--- config.mk ---
export PLATFORM = sky130hd
export DESIGN_NAME = turn_controller
export DESIGN_NICKNAME = d
export VERILOG_FILES = /design/src/rtl/turn_controller.sv
export SDC_FILE = /design/constraint.sdc
export NUM_CORES = 1
export LEC_CHECK = 0
export BUFFER_PORTS_ARGS = -buffer_cell sky130_fd_sc_hd__buf_2
export CAP_MARGIN = 25
export CORE_MARGIN = 3
export CORE_UTILIZATION = 35
export DETAILED_ROUTE_END_ITERATION = 8
export GPL_TIMING_DRIVEN = 0
export HOLD_SLACK_MARGIN = 0.1
export RECOVER_POWER = 25
export SYNTH_ARGS = -nofsm -noshare
export SYNTH_HDL_FRONTEND = slang
export SYNTH_SLANG_ARGS = --single-unit
--- constraint.sdc ---
create_clock -name clk -period 2.24 [get_ports clk]
set_input_delay 0.112 -clock clk [delete_from_list [all_inputs] [get_ports clk]]
set_output_delay 0.112 -clock clk [all_outputs]
set_load 0.01 [all_outputs]
--- src/rtl/turn_controller.sv ---
// Turn sequencing for a 12-card memory game: two flips per turn, symbol compare,
// timed face-up hold on a mismatch, pair and move bookkeeping.
module turn_controller #(
    parameter int unsigned HOLD_CYCLES = 65_000_000
) (
    input  logic        clk,
    input  logic        rst,
    input  logic        enable,
    input  logic        restart,
    input  logic        event_occurred,
    input  logic [3:0]  card_clicked_address,
    input  logic [3:0]  card_to_test_address,
    input  logic [2:0]  symbol_data,
    output logic [1:0]  card_test_state,
    output logic        checker_enable,
    output logic [3:0]  symbol_address,
    output logic [11:0] card_face_up,
    output logic [11:0] card_matched,
    output logic [2:0]  pair_count,
    output logic [7:0]  moves,
    output logic        game_over
);

    localparam int unsigned HOLD_W = (HOLD_CYCLES > 1) ? $clog2(HOLD_CYCLES) : 1;
    localparam logic [HOLD_W-1:0] HOLD_LOAD = HOLD_W'(HOLD_CYCLES - 1);

    typedef enum logic [2:0] {
        S_WAIT_FIRST,
        S_FETCH_FIRST,
        S_WAIT_SECOND,
        S_FETCH_SECOND,
        S_COMPARE,
        S_HOLD,
        S_DONE
    } state_t;

    state_t             state_q;
    logic [11:0]        face_q;
    logic [11:0]        matched_q;
    logic [2:0]         pairs_q;
    logic [7:0]         moves_q;
    logic [3:0]         sym_addr_q;
    logic [HOLD_W-1:0]  hold_q;
    logic               fetch_q;
    logic [3:0]         first_q;
    logic [3:0]         second_q;
    logic [2:0]         first_sym_q;
    logic [2:0]         second_sym_q;
    logic               game_over_q;

    logic [11:0] click_onehot;
    logic [11:0] first_onehot;
    logic [11:0] second_onehot;
    logic [15:0] blocked_vec;
    logic        wait_state;
    logic        test_valid;
    logic        click_ok;
    logic        click_ok_second;
    logic [7:0]  moves_d;
    logic [2:0]  pairs_d;
    logic [HOLD_W-1:0] hold_d;

    genvar gi;
    generate
        for (gi = 0; gi < 12; gi++) begin : g_decode
            assign click_onehot[gi]  = (card_clicked_address == 4'(gi + 1));
            assign first_onehot[gi]  = (first_q == 4'(gi + 1));
            assign second_onehot[gi] = (second_q == 4'(gi + 1));
        end
    endgenerate

    // Upper nibble forces out-of-range addresses (0 wraps to 15, 13..15) to read as blocked.
    assign blocked_vec = {4'hF, face_q | matched_q};

    assign wait_state      = (state_q == S_WAIT_FIRST) || (state_q == S_WAIT_SECOND);
    assign test_valid      = (card_to_test_address != 4'd0) && (card_to_test_address <= 4'd12);
    assign card_test_state = {blocked_vec[card_to_test_address - 4'd1], wait_state && test_valid};
    assign checker_enable  = wait_state && enable;

    assign click_ok        = event_occurred && (|click_onehot)
                             && ((click_onehot & (face_q | matched_q)) == 12'd0);
    assign click_ok_second = click_ok && (card_clicked_address != first_q);

    assign moves_d = (moves_q == 8'hFF) ? moves_q : moves_q + 8'd1;
    assign pairs_d = pairs_q + 3'd1;
    assign hold_d  = hold_q - HOLD_W'(1);

    always_ff @(posedge clk or negedge rst) begin
        if (!rst) begin
            state_q      <= S_WAIT_FIRST;
            face_q       <= '0;
            matched_q    <= '0;
            pairs_q      <= '0;
            moves_q      <= '0;
            sym_addr_q   <= '0;
            hold_q       <= '0;
            fetch_q      <= 1'b0;
            first_q      <= '0;
            second_q     <= '0;
            first_sym_q  <= '0;
            second_sym_q <= '0;
            game_over_q  <= 1'b0;
        end else if (restart) begin
            state_q      <= S_WAIT_FIRST;
            face_q       <= '0;
            matched_q    <= '0;
            pairs_q      <= '0;
            moves_q      <= '0;
            sym_addr_q   <= '0;
            hold_q       <= '0;
            fetch_q      <= 1'b0;
            first_q      <= '0;
            second_q     <= '0;
            first_sym_q  <= '0;
            second_sym_q <= '0;
            game_over_q  <= 1'b0;
        end else if (enable) begin
            case (state_q)
                S_WAIT_FIRST: begin
                    if (click_ok) begin
                        face_q     <= face_q | click_onehot;
                        first_q    <= card_clicked_address;
                        sym_addr_q <= card_clicked_address;
                        fetch_q    <= 1'b0;
                        state_q    <= S_FETCH_FIRST;
                    end
                end
                S_FETCH_FIRST: begin
                    // Second cycle gives the deck ROM a full cycle after the address register.
                    if (fetch_q) begin
                        first_sym_q <= symbol_data;
                        fetch_q     <= 1'b0;
                        state_q     <= S_WAIT_SECOND;
                    end else begin
                        fetch_q <= 1'b1;
                    end
                end
                S_WAIT_SECOND: begin
                    if (click_ok_second) begin
                        face_q     <= face_q | click_onehot;
                        second_q   <= card_clicked_address;
                        sym_addr_q <= card_clicked_address;
                        fetch_q    <= 1'b0;
                        state_q    <= S_FETCH_SECOND;
                    end
                end
                S_FETCH_SECOND: begin
                    if (fetch_q) begin
                        second_sym_q <= symbol_data;
                        fetch_q      <= 1'b0;
                        state_q      <= S_COMPARE;
                    end else begin
                        fetch_q <= 1'b1;
                    end
                end
                S_COMPARE: begin
                    moves_q <= moves_d;
                    if (first_sym_q == second_sym_q) begin
                        matched_q <= matched_q | first_onehot | second_onehot;
                        pairs_q   <= pairs_d;
                        if (pairs_d == 3'd6) begin
                            state_q     <= S_DONE;
                            game_over_q <= 1'b1;
                        end else begin
                            state_q <= S_WAIT_FIRST;
                        end
                    end else begin
                        hold_q  <= HOLD_LOAD;
                        state_q <= S_HOLD;
                    end
                end
                S_HOLD: begin
                    if (hold_q == '0) begin
                        face_q  <= face_q & ~(first_onehot | second_onehot);
                        state_q <= S_WAIT_FIRST;
                    end else begin
                        hold_q <= hold_d;
                    end
                end
                S_DONE: begin
                    game_over_q <= 1'b1;
                end
                default: begin
                    state_q <= S_WAIT_FIRST;
                end
            endcase
        end
    end

    assign symbol_address = sym_addr_q;
    assign card_face_up   = face_q;
    assign card_matched   = matched_q;
    assign pair_count     = pairs_q;
    assign moves          = moves_q;
    assign game_over      = game_over_q;

endmodule

== Yosys cells after proc, flatten, opt, wreduce, memory -nomap -nowiden ==
Index checks and enable logic that the tools add are counted.

* Flip-flop bits (word level): 84
* Output and inout port bits: 43

* Add/subtract/negate cells: 4
* Order comparisons: 2
* Eq/ne operators: 57
* Muxes and demuxes: 64
* Bitwise operators: 8
* Reduce and logical (&&, ||, !) cells: 40

{| class="wikitable"
|+ Operators by type and width
! kind !! count
|-
| 2-to-1 mux 12 bit || 9
|-
| 2-to-1 mux 26 bit || 4
|-
| == test 4 bit, second input constant || 15
|-
| 2-to-1 mux 3 bit || 20
|-
| bitwise OR 12 bit || 5
|-
| case mux 26 bit (2 select lines) || 1
|-
| == test 4 x 3 -> 1 bit, second input constant || 12
|-
| 2-to-1 mux 4 bit || 10
|-
| case mux 12 bit (3 select lines) || 1
|-
| 2-to-1 mux 8 bit || 4
|-
| != test 3 bit, second input constant || 9
|-
| zero test 26 bit || 1
|-
| subtractor 26 x 1 -> 26 bit, second input constant || 1
|-
| bitwise AND 12 bit || 2
|-
| == test 4 x 2 -> 1 bit, second input constant || 6
|-
| case mux 3 bit (7 select lines) || 1
|-
| nonzero test 2 bit || 10
|-
| AND reduction 3 bit || 6
|-
| AND reduction 4 bit || 4
|-
| == test 3 bit, second input constant || 4
|-
| == test 4 x 1 -> 1 bit, second input constant || 3
|-
| zero test 12 bit || 1
|-
| NOT 12 bit || 1
|-
| nonzero test 4 bit || 3
|-
| 24 further kinds || 42
|}

== Logic depth before layout (Yosys ltp) ==
* Depth after elaboration: 9
* Mapped depth: 9
* Mapped depth without buffers: 8

== Worst setup path before layout ==
Ideal clock, no wire load.

* Kind: register -> register
* From: reg hold_q[21]
* To: reg state_q[0]
* Library setup time: 0.125 ns
* Arrival time: 2.341 ns
* Required time: 2.115 ns
* Path slack: -0.226 ns
* Stages on the path, launching flop included: 7
* Path buffers: 0
* Clock period less this slack: 2.466 ns
* Cell sequence: dfrtp_1 -> or4_4 -> or4_4 -> nor4_4 -> o21ai_0 -> a22oi_2 -> mux2_2

* Word-level cells in the longest chain between the ends: 3

{| class="wikitable"
|+ Ends and longest elaborated chain
! what !! RTL line !! source
|-
| start: declaration || 43 || <nowiki>logic [HOLD_W-1:0] hold_q;</nowiki>
|-
| start signal: assignment || 177 || <nowiki>hold_q <= hold_d;</nowiki>
|-
| zero test 26 bit || 173 || <nowiki>if (hold_q == '0) begin</nowiki>
|-
| != test 3 bit (no source line) || - ||
|-
| AND reduction 7 bit (no source line) || - ||
|-
| end signal: assignment || 169 || <nowiki>state_q <= S_HOLD;</nowiki>
|-
| end signal: assignment || 175 || <nowiki>state_q <= S_WAIT_FIRST;</nowiki>
|-
| end signal: assignment || 184 || <nowiki>state_q <= S_WAIT_FIRST;</nowiki>
|-
| end: declaration || 37 || <nowiki>state_t state_q;</nowiki>
|}

No other way between the ends.
A chain may end at the register's enable or synchronous reset.

== Worst setup path after layout ==
* From: reg hold_q[19]
* To: reg face_q[2], in the netlist card_face_up[2]

* Word-level cells in the longest chain between the ends: 3

{| class="wikitable"
|+ Ends and longest elaborated chain
! what !! RTL line !! source
|-
| zero test 26 bit || 173 ||
|-
| != test 3 bit (no source line) || - ||
|-
| AND reduction 5 bit (no source line) || - ||
|-
| end signal: assignment || 121 || <nowiki>face_q <= face_q | click_onehot;</nowiki>
|-
| end signal: assignment || 140 || <nowiki>face_q <= face_q | click_onehot;</nowiki>
|-
| end signal: assignment || 174 || <nowiki>face_q <= face_q & ~(first_onehot | second_onehot);</nowiki>
|-
| end: declaration || 38 || <nowiki>logic [11:0] face_q;</nowiki>
|}

No other way between the ends.

==> impl_metrics.env <==
export IMPL_drv_max_cap_violation_count=0
export IMPL_yosys_register_bits=84
export IMPL_number_of_buffers_created_by_cts=9
export IMPL_hpwl_mm=11.0
export IMPL_power_frac_clock_pct=36.9
export IMPL_postSynth_topFlopCell="dfrtp_1"
export IMPL_die_area_mm2=0.0159
export IMPL_r2r_cells=7
export IMPL_setup_viol_count_final=40
export IMPL_design_power_total_mw=4.78
export IMPL_route_antenna_remaining_nets=0
export IMPL_antennaDiodeCount=0
export IMPL_leading_cell_types_in_the_layout_fill_and_taps_excluded="dfrtp_1, nor2_1, buf_2, a21oi_1, nand2_1"
export IMPL_first_global_vias=5001
export IMPL_rows=43
export IMPL_synth_adder_area_share_pct=1.49
export IMPL_placed_cells=799
export IMPL_first_pass_grt_wire_length_mm=25.6
export IMPL_synth_edff_count=0
export IMPL_clock_sinks=84
export IMPL_seq_power_share_pct=37.9
export IMPL_maxSlewViolCount=0
export IMPL_slew_limit_headroom_pct=34.6
export IMPL_comb_power_share_pct=25.1
export IMPL_synthDistinctLibCells=65
export IMPL_grt_remaining_overflow=0
export IMPL_routedWlPerCell_um=19.6
export IMPL_synthArstFlopShare_pct=100
export IMPL_cts_buffer_depth=2
export IMPL_route_detailed_vias_per_inst=6.05
export IMPL_final_cells=839
export IMPL_tritoncts="built"
export IMPL_compound_cell_area_share_of_the_yosys_netlist_pct=22.8
export IMPL_p_switching_mw=1.49
export IMPL_final_setup_tns_ns=-10.64
export IMPL_ys_seq_area_share_pct=41.6
export IMPL_worst_setup_path_type="register to register"
export IMPL_detail_route_first_pass_iterations=7
export IMPL_mostFrequentLayoutCell="dfrtp_1"
export IMPL_design_core_area_mm2=0.0140
export IMPL_cp_data_arrival_time_ns=2.92
export IMPL_design_final_nets=676
export IMPL_synthesized_area_fraction_occupied_by_and_or_nand_nor_cells_pct=22.7
export IMPL_synth_xor_area_share_pct=2.95
export IMPL_max_clock_freq_mhz=379
export IMPL_floorplan_die_width_um=126
export IMPL_min_period_over_period_pct=118
export IMPL_fin_skew_ns=0.0100
export IMPL_start_util_pct=36.1
export IMPL_syn_inst=564
export IMPL_placed_cell_area_mm2=0.00562
export IMPL_number_of_antenna_violations_at_the_first_check_in_global_routing=0
export IMPL_timing_hold_violations_final=0
export IMPL_worst_hold_slack_ns=0.102
export IMPL_crit_path_end_kind="register"
export IMPL_final_design_area_no_fill_mm2=0.00655
export IMPL_timing_critical_path_from_type="register"
export IMPL_syn_avg_cell_area_um2=8.95
export IMPL_clock_latency_ns=0.35
export IMPL_clkTransAtPathRegs_ns=0.07
export IMPL_failing_checks="negative setup slack"
export IMPL_detailed_route_via_count=5073
export IMPL_main_combinational_cell_family_by_area_after_synthesis="compound AO/OA/AOI/OAI gates"
export IMPL_grt_usage_pct=20.0
export IMPL_final_layout_size_suffix_gt1_share_pct=28.5
export IMPL_die_h_um=126
export IMPL_cts_htree_levels=3
export IMPL_preCtsSetupSlack_ns=-0.441
export IMPL_crit_path_max_fo=6
export IMPL_grt_start_max_net_pins=70
export IMPL_share_of_cell_area_taken_by_muxes_after_synthesis_pct=4.26
export IMPL_post_layout_util_pct=46.8
export IMPL_internal_power_mw=3.29
export IMPL_routed_wirelength_mm=16.5
export IMPL_min_path_cells=3
export IMPL_nets_in_the_synthesized_netlist=586
export IMPL_drt_iter0_markers=606
export IMPL_flow_area_growth_from_synthesis_pct=29.7
export IMPL_remaining_drc_errors=0
export IMPL_clock_root_buffer="clkbuf_16"
export IMPL_peakVddDrop_uv=538
export IMPL_timing_final_ws_setup_ns=-0.397
export IMPL_boundaryPins=59
export IMPL_hold_path_class="primary input to register"
export IMPL_synthesis_yosys_warnings=0
export IMPL_tightest_slew_ns=0.981
export IMPL_post_route_min_period_ns=2.64
export IMPL_gpl_final_weighted_congestion=0.950
export IMPL_pwr_density_cell_mw_per_mm2=730
export IMPL_p_leak_nw=2.86
export IMPL_switching_share_pct=31.1
export IMPL_setup_repair_after_global_routing_missed_its_margin="true"
export IMPL_post_synth_instance_area_mm2=0.00505
export IMPL_crit_required_ns=2.53
export IMPL_outcome="finished, violations left"
export IMPL_port_buffers=54
## critical path: stages, from the launching register on
cell	delay, ns
dfrtp_1	0.38
or4_4	0.54
or4_4	0.52
nor4_4	0.17
buf_6	0.17
a41oi_4	0.20
nor4_1	0.38
o32a_1	0.21
## logic make-up (layout without fill, tap and decap cells)
group           Yosys count  after routing
compound gates          165            165
xor+xnor                 17             17
buf+inv                  51            146
fa+ha+maj                 6              6
simple gates            223            223
flops                    84             84
mux                      18             18
## synthesized netlist by cell type (7+ instances only)
library cell,count,area share [%]
dfrtp_1,84,42
nor2_1,76,5.7
a21oi_1,41,4.1
nor3_1,32,3.2
nand2_1,28,2.1
clkbuf_1,25,1.9
o21ai_0,22,2.2
inv_1,15,1.1
a31oi_1,13,1.6
o22a_1,13,2.3
nand3_1,12,1.2
nor4_1,11,1.4
nand2b_1,10,1.2
nand4_1,9,1.1
o22ai_1,9,1.1
xnor2_1,9,1.6
mux2_2,8,1.8
mux2i_1,8,1.6
xor2_1,8,1.4
a41oi_1,7,1.2
nor2b_1,7,0.87
## layout make-up
type	count	area [um2]
multi-input combinational	429	3050
tap	180	225
buffer	34	210
clock inverter	4	95.1
inverter	15	56.3
sequential	84	2100
fill	1335	7440
timing repair buffer	81	546
clock buffer	12	256
## registers in the layout (all words and copies together) (netlist names)
name / flops
hold_q: 26
card_face_up: 12
card_matched: 12
moves: 8
first_q: 4
second_q: 4
symbol_address: 4
first_sym_q: 3
pair_count: 3
second_sym_q: 3
state_q: 3
fetch_q: 1
game_over: 1
## power groups by stage
stage	Clock (mW)	Combinational (mW)	Sequential (mW)
floorplan	0	0.689	1.81
global placement	0	0.988	1.82
detailed placement	0	1.02	1.83
CTS	1.80	1.13	1.80
global route	1.86	1.30	1.83
finish	1.77	1.20	1.81
## worst paths after layout
check	startpoint	endpoint	slack, ns
min reg2reg	game_over	game_over	0.50
max	hold_q[19]	card_face_up[2]	-0.40
max in group asynchronous	rst	card_matched[4]	0.15
min in group asynchronous	rst	hold_q[15]	0.43
max reg2reg	hold_q[19]	card_face_up[2]	-0.40
min	enable	game_over	0.10
## layer usage
metal  GRT usage [%]  wire length [um]  up-vias
met5               0                 0        -
met4            7.13               346        0
met3            4.88              1020       42
met2            32.6              8060      230
met1            25.9              7070     2520
li1                -                 -     2281
## repair_timing
item / CTS / global route
pin swaps: 4 / 38
hold endpoints to repair: 84 / 0
setup endpoints to repair: 47 / 65
hold buffers: 1 / 0
gates cloned: 3 / 3
setup buffers: 14 / 7
resized for setup: 29 / 63
Note: power is estimated with default switching activity, not from simulation.
